### src/rtl/mux_select_arbiter.sv
// Two-requester round-robin arbiter driving the select line of the registered 2:1 operand mux,
// with a hold limit under contention and a valid/owner tag aligned to the mux output register.
module mux_select_arbiter #(
  parameter int unsigned MAX_HOLD = 8
) (
  input  logic clk,
  input  logic reset,
  input  logic req0,
  input  logic req1,
  output logic gnt0,
  output logic gnt1,
  output logic select,
  output logic out_valid,
  output logic out_owner
);

  localparam int unsigned CW = $clog2(MAX_HOLD) + 1;
  localparam logic [CW-1:0] HOLD_LIM = CW'(MAX_HOLD - 1);

  typedef enum logic [1:0] {
    IDLE   = 2'd0,
    GRANT0 = 2'd1,
    GRANT1 = 2'd2
  } state_t;

  state_t        state_r;
  state_t        state_s;
  logic [CW-1:0] hold_cnt_r;
  logic [CW-1:0] hold_cnt_s;
  logic          last_r;
  logic          last_s;
  logic          select_r;
  logic          select_s;
  logic          gnt0_r;
  logic          gnt1_r;
  logic          out_valid_r;
  logic          out_owner_r;
  logic          enter_s;

  // Next-state selection: round-robin on ties, handoff on release, preemption at the hold limit.
  always_comb begin
    state_s = state_r;
    case (state_r)
      IDLE: begin
        if (req0 && req1) begin
          state_s = last_r ? GRANT0 : GRANT1;
        end else if (req0) begin
          state_s = GRANT0;
        end else if (req1) begin
          state_s = GRANT1;
        end else begin
          state_s = IDLE;
        end
      end
      GRANT0: begin
        if (!req0) begin
          state_s = req1 ? GRANT1 : IDLE;
        end else if (req1 && (hold_cnt_r == HOLD_LIM)) begin
          state_s = GRANT1;
        end else begin
          state_s = GRANT0;
        end
      end
      GRANT1: begin
        if (!req1) begin
          state_s = req0 ? GRANT0 : IDLE;
        end else if (req0 && (hold_cnt_r == HOLD_LIM)) begin
          state_s = GRANT0;
        end else begin
          state_s = GRANT1;
        end
      end
      default: begin
        state_s = IDLE;
      end
    endcase
  end

  // Bookkeeping for the next owner: hold counter, last owner and mux select.
  always_comb begin
    enter_s    = (state_s != state_r) && (state_s != IDLE);
    hold_cnt_s = hold_cnt_r;
    last_s     = last_r;
    select_s   = select_r;
    if (enter_s) begin
      hold_cnt_s = {CW{1'b0}};
      last_s     = (state_s == GRANT1);
      select_s   = (state_s == GRANT1);
    end else if ((state_s != IDLE) && (hold_cnt_r != HOLD_LIM)) begin
      hold_cnt_s = hold_cnt_r + CW'(1);
    end else begin
      hold_cnt_s = hold_cnt_r;
    end
  end

  // State and output registers; out_valid/out_owner trail the grant by the mux register stage.
  always_ff @(posedge clk) begin
    if (reset) begin
      state_r     <= IDLE;
      hold_cnt_r  <= {CW{1'b0}};
      last_r      <= 1'b1;
      select_r    <= 1'b0;
      gnt0_r      <= 1'b0;
      gnt1_r      <= 1'b0;
      out_valid_r <= 1'b0;
      out_owner_r <= 1'b0;
    end else begin
      state_r     <= state_s;
      hold_cnt_r  <= hold_cnt_s;
      last_r      <= last_s;
      select_r    <= select_s;
      gnt0_r      <= (state_s == GRANT0);
      gnt1_r      <= (state_s == GRANT1);
      out_valid_r <= gnt0_r | gnt1_r;
      out_owner_r <= select_r;
    end
  end

  assign gnt0      = gnt0_r;
  assign gnt1      = gnt1_r;
  assign select    = select_r;
  assign out_valid = out_valid_r;
  assign out_owner = out_owner_r;

endmodule
### config.mk
export PLATFORM = sky130hd
export DESIGN_NAME = mux_select_arbiter
export DESIGN_NICKNAME = d
export VERILOG_FILES = /design/src/rtl/mux_select_arbiter.sv
export SDC_FILE = /design/constraint.sdc
export NUM_CORES = 1
export LEC_CHECK = 0
export CORE_AREA = 2 2 44 46
export CTS_CLUSTER_SIZE = 30
export DETAILED_ROUTE_END_ITERATION = 10
export DIE_AREA = 0 0 46 48
export GPL_ROUTABILITY_DRIVEN = 0
export PLACE_DENSITY_LB_ADDON = 0.2
export SYNTH_ARGS = -nofsm -noshare
export SYNTH_HDL_FRONTEND = slang
export SYNTH_SLANG_ARGS = --single-unit
### constraint.sdc
create_clock -name clk -period 2.57 [get_ports clk]
set_clock_uncertainty 0.15 [all_clocks]
set_input_delay 0.514 -clock clk [delete_from_list [all_inputs] [get_ports clk]]
set_output_delay 0.514 -clock clk [all_outputs]
set_load 0.05 [all_outputs]
==> metrics.md, run 1 <==
| Metric | Value |
|---|---|
| Status | completed |
| Slew headroom | 67.1% |
| CTS tree | built |
| Worst Hold Class | reg -> reg |
| FF+latch count, synth | 12 |
| Area leader, netlist | dfxtp_1 |
| Cell Chain, Critical Path | clkdlybuf4s50_1 |
| Site Rows | 15 |
| YS warnings | 0 |
| Top-Level Pins | 9 |
| Sum Neg Setup Slack | 0 ps |
| CTS resizes | 0 |
| Worst R2R Path Depth | 5 |
| Vias/cell | 5.28 |
| Largest family of logic cells by synthesized area | simple AND/OR/NAND/NOR gates |
| Crit Path Class | reg -> out |
| Asr flop ratio synth | 0% |
| Mux cell area share after synthesis | 1.88% |
| Via count | 459 |
| Final instance area | 669 um2 |
| Simple logic cell fraction of the synthesized area | 27.1% |
| Slew @ Worst Pin | 491 ps |
| Die width | 46 um |
| Finished Core Util | 39.6% |
| Fin cells | 87 |
| Post-synth EDFFs | 0 |
| GRT overflow | 0 |
| Final Cycle Share | 80.5% |
| FMAX | 0.483 GHz |
| Worst Path Buf+Inv | 1 |
| Avg WL per Cell | 12.1 um |
| Compound-Gate Fraction of Synth Area | 18.1% |
| HPWL after DPL | 755 um |
| Total CTS buffers | 3 |
| Total power | 0.422 mW |
| Pre-antenna DRT Iters | 5 |
| PnR worst setup slack | 502 ps |
| Die Y | 48 um |
| Synth Cell Area | 532 um2 |
| Clock Latency Late Sink | 270 ps |
| Avg Inst Size Synth | 9.17 um2 |
| Adder-Cell Fraction of Synth Area | 2.35% |
| RSZ-0062 raised after global routing | no |
| Reg clk slew, reported paths | 80 ps |
| Startpoint Class | flip-flop |
| Synth cell count leaders | 12 x dfxtp_1, 6 x nor2_1, 5 x a21oi_1, 5 x nand2_1, 3 x inv_1 |
| Max IR drop VDD | 0.364 mV |
| Critical path endpoint category | output pin |
| Drt first-iter violations | 8 |
| Max FO, Critical Path | 2 |
| # diodes | 0 |
| P&R area growth vs syn | 25.9% |
| I/O Buffers | 8 |
| Worst EP required | 1910 ps |
| Synth Net Count | 63 |
| XOR/XNOR Fraction of Synth Area | 3.29% |
| CP peak stage delay | 800 ps |
| Worst Hold Path Cells | 2 |
| DP Worst Slack | 435 ps |
| Top cell type's share of synthesized area | 45.2% |
| Top_reg_cell synth | dfxtp_1 |
| Initial core utilization | 31.5% |
| Critical path's top delay family | buffers and inverters |
| Nets | 76 |
| Hold Buf Count CTS | 0 |
| Top cells by area, synth | dfxtp_1 45%, a21oi_1 4.7%, nor2_1 4.2% |
| First-pass GRT wire length | 1830 um |
| Finish-stage setup viols | 0 |
| Clk root buf | clkbuf_4 |
| Ratio of cells with drive above 1 in the final layout | 8.57% |
| Die area | 0.00221 mm2 |
| Postcts setup bufs | 0 |
| Max Buffers Root-to-Sink | 2 |
| CP Depth | 1 |
| Leak pwr | 0.273 nW |
| Clock H-tree levels | 1 |
| Vias in the first global route | 430 |
| Sink Count | 12 |
| Placed cell areas | 633 um2 |
| Seq/Total Area, Yosys | 45.2% |
| Total track usage | 12.3% |
| Filler instances | 179 |
| Total Wirelength | 1050 um |
| Final ANT Viol Nets | 0 |
| Core area | 0.00169 mm2 |
| Hold WS | 317 ps |
| Number of remaining DRC errors | 0 |
| Number of max-cap violations | 0 |
| Slowest cell on the critical path | clkdlybuf4s50_1 |
| Distinct cells, synth | 26 |
| Critical path arrival | 1400 ps |
| Placed insts | 83 |
| Tmin final | 2070 ps |
| PD cells | 630 mW/mm2 |
| Count leader, synth | dfxtp_1 |
| Final number of max-transition violations | 0 |
| Maximum number of pins on one net before global-route repair | 9 |
| Final hold viol count | 0 |
| Antenna violations before repair | 0 |
| Mapped Cells | 58 |
[routing by layer]
layer	vias up	wire length (um)	track usage [%]
met5	-	0	0
met4	0	13	6.29
met3	2	70	7.17
met2	14	437	16.9
met1	204	527	15.1
li1	239	-	-
[worst register-to-register path: stages (launching register included)]
cell	delay (ps)
dfxtp_1	370
ha_1	250
nand4b_1	120
a211oi_1	400
or3_4	230
nor2_1	50
[cell usage in the layout (no fill, tap or decap), types with 2 or more instances in the layout]
cell type,Yosys,layout
nand4b_1,2,2
nand2_1,5,5
nand3_1,2,2
clkbuf_4,0,3
inv_1,3,3
dfxtp_1,12,12
nor2_1,6,6
o21ai_0,2,2
o2111a_1,2,2
clkdlybuf4s50_1,0,8
xor2_1,2,2
a21oi_1,5,5
nand2b_1,2,2
[path summary, 6_finish.rpt]
kind,start,end,slack (ps)
worst min register to register,gnt0,out_valid,320
worst max register to register,hold_cnt_r[0],hold_cnt_r[0],910
worst min-delay path,gnt0,out_valid,320
worst max-delay path,gnt1,gnt1,500
[power by group]
group / switching [mW] / internal, mW / total (mW)
Clock: 0.0648 / 0.0861 / 0.151
Combinational: 0.0384 / 0.0273 / 0.0657
Sequential: 0.00903 / 0.196 / 0.205
[layout make-up]
type                       instances  area [um2]  share of cell area (%)
timing repair buffer               8        80.1                    12.0
multi-input combinational         43         280                    41.9
tap                               17        21.3                    3.18
clock buffer                       4        36.3                    5.42
sequential                        12         240                    35.9
inverter                           3        11.3                    1.68
[cell families (layout without fill, tap and decap cells)]
group	Yosys count	after routing
AND/OR/NAND/NOR	25	25
buffers and inverters	3	15
XOR/XNOR	2	2
AO/OA/AOI/OAI	14	14
flip-flops	12	12
multiplexers	1	1
adder cells (fa/ha/maj)	1	1
[sequential cells by signal (all words and copies together), names as in the netlist]
signal	cells
select	1
gnt1	1
state_r	2
out_owner	1
out_valid	1
gnt0	1
hold_cnt_r	4
last_r	1
Power figures use the tool's default switching activity.
==> run 2: changes to the inputs <==
clock period = 1.8 ns   (was 2.57 ns; I/O delays follow)
==> run 2 against run 1 <==
Against the previous run:
- worst setup slack worse by 380 ps
- clock power up 9%
- clock-buffer cell count down 1
- via count up 8.9%
- register-to-register slack worse by 790 ps
- hold slack better by 4.9 ps
- die area unchanged
- flip-flop and latch count unchanged
- cell count up 3.4%
- routed wire length up 9.0%
- power up 32%
==> metrics.md, run 2 (same netlist as run 1, synthesis figures left out) <==
| Metric | Value |
|---|---|
| Number of max-cap violations | 0 |
| Core area | 0.00169 mm2 |
| Filler instances | 174 |
| Drt first-iter violations | 19 |
| First-pass GRT wire length | 1870 um |
| Max Buffers Root-to-Sink | 2 |
| Maximum number of pins on one net before global-route repair | 9 |
| P&R area growth vs syn | 27.5% |
| Placed insts | 87 |
| Finished Core Util | 40.1% |
| Slew @ Worst Pin | 308 ps |
| Worst EP required | 1860 ps |
| Final number of max-transition violations | 0 |
| PD cells | 824 mW/mm2 |
| Crit Path Class | reg -> reg |
| Max IR drop VDD | 0.268 mV |
| Slew headroom | 79.5% |
| Finish-stage setup viols | 0 |
| Vias in the first global route | 437 |
| Commonest non-fill, non-tap cells in the layout | 12 x dfxtp_1, 9 x buf_4, 6 x nor2_1, 5 x nand2_1, 5 x a21oi_1 |
| Ratio of cells with drive above 1 in the final layout | 20.5% |
| Leak pwr | 0.295 nW |
| Critical path arrival | 1730 ps |
| Nets | 80 |
| Max FO, Critical Path | 5 |
| Avg WL per Cell | 12.7 um |
| RSZ-0062 raised after global routing | no |
| Antenna violations before repair | 0 |
| FMAX | 0.597 GHz |
| Initial core utilization | 31.5% |
| Total Wirelength | 1140 um |
| Vias/cell | 5.56 |
| GRT overflow | 0 |
| Postcts setup bufs | 0 |
| Pre-antenna DRT Iters | 4 |
| Final Cycle Share | 93.1% |
| Clock H-tree levels | 1 |
| Fin cells | 90 |
| Top-Level Pins | 9 |
| Final ANT Viol Nets | 0 |
| # diodes | 0 |
| Die Y | 48 um |
| Status | completed |
| Sink Count | 12 |
| Clk root buf | clkbuf_4 |
| Most common cell after layout, fill and taps aside | dfxtp_1 |
| Via count | 500 |
| Final hold viol count | 0 |
| Number of remaining DRC errors | 0 |
| Critical path endpoint category | flip-flop |
| CTS tree | built |
| Top flop regs | hold_cnt_r (4), state_r (2) |
| Top reg by flops | hold_cnt_r |
| Die width | 46 um |
| Tmin final | 1680 ps |
| Cell Chain, Critical Path | ha_1, nand4b_1, a31oi_1, or3_4, nor3_2 |
| Die area | 0.00221 mm2 |
| Reg clk slew, reported paths | 70 ps |
| Total track usage | 12.3% |
| HPWL after DPL | 780 um |
| Max reg flops | 4 |
| Slowest cell on the critical path | or3_4 |
| Startpoint Class | flip-flop |
| CP peak stage delay | 410 ps |
| Worst Hold Class | reg -> reg |
| I/O Buffers | 8 |
| Clock Latency Late Sink | 270 ps |
| Total CTS buffers | 3 |
| Site Rows | 15 |
-- run 2: where the power goes --
group	internal (mW)	switching, mW
clock network	0.0775	0.0863
logic	0.0439	0.0573
registers	0.280	0.0137
total	0.402	0.157
-- run 2: metal layers --
layer | vias to the layer above | global-route usage, % | routed length (um)
met4 | 0 | 8.57 | 30
met1 | 223 | 14.0 | 510
met3 | 6 | 3.77 | 93
met2 | 26 | 19.7 | 510
li1 | 245 | - | -
met5 | - | 0 | 0
-- run 2: final cells by class --
class	instances	area, um2	share of cell area (%)
multi-input cells	43	285	42.1
flip-flops and latches	12	240	35.4
repair buffers	12	97.6	14.4
clock buffers	3	22.5	3.32
well taps	17	21.3	3.14
inverters	3	11.3	1.66
-- run 2: final timing paths --
check        depth (start not counted)  slack, ps       endpoint           from
min                                  2        320      out_valid           gnt0
max reg2reg                          5        120  hold_cnt_r[2]  hold_cnt_r[0]
max                                  5        120  hold_cnt_r[2]  hold_cnt_r[0]
min reg2reg                          2        320      out_valid           gnt0
-- run 2: what timing repair did --
action / in CTS / in global routing
resized for setup: 0 / 1
hold buffers: 0 / 0
setup endpoints to repair: 0 / 1
-- run 2: metrics by stage --
stage	worst slack, ps	hold slack, ps	area, um2	power (mW)	TNS [ps]
5_1_grt	56.2	372	678	0.589	0
3_5_place_dp	-64.6	312	651	0.398	-90.2
3_3_place_gp	-42.3	299	651	0.399	-60.1
2_1_floorplan	275	282	532	0.360	0
6_report	125	322	678	0.559	0
4_1_cts	128	330	673	0.566	0
-- run 2: worst max-delay path: cells and delay by family (launching register included) --
kind | cells | cell delay (ps)
flops | 1 | 330
simple gates | 3 | 720
compound gates | 1 | 140
fa+ha+maj | 1 | 260
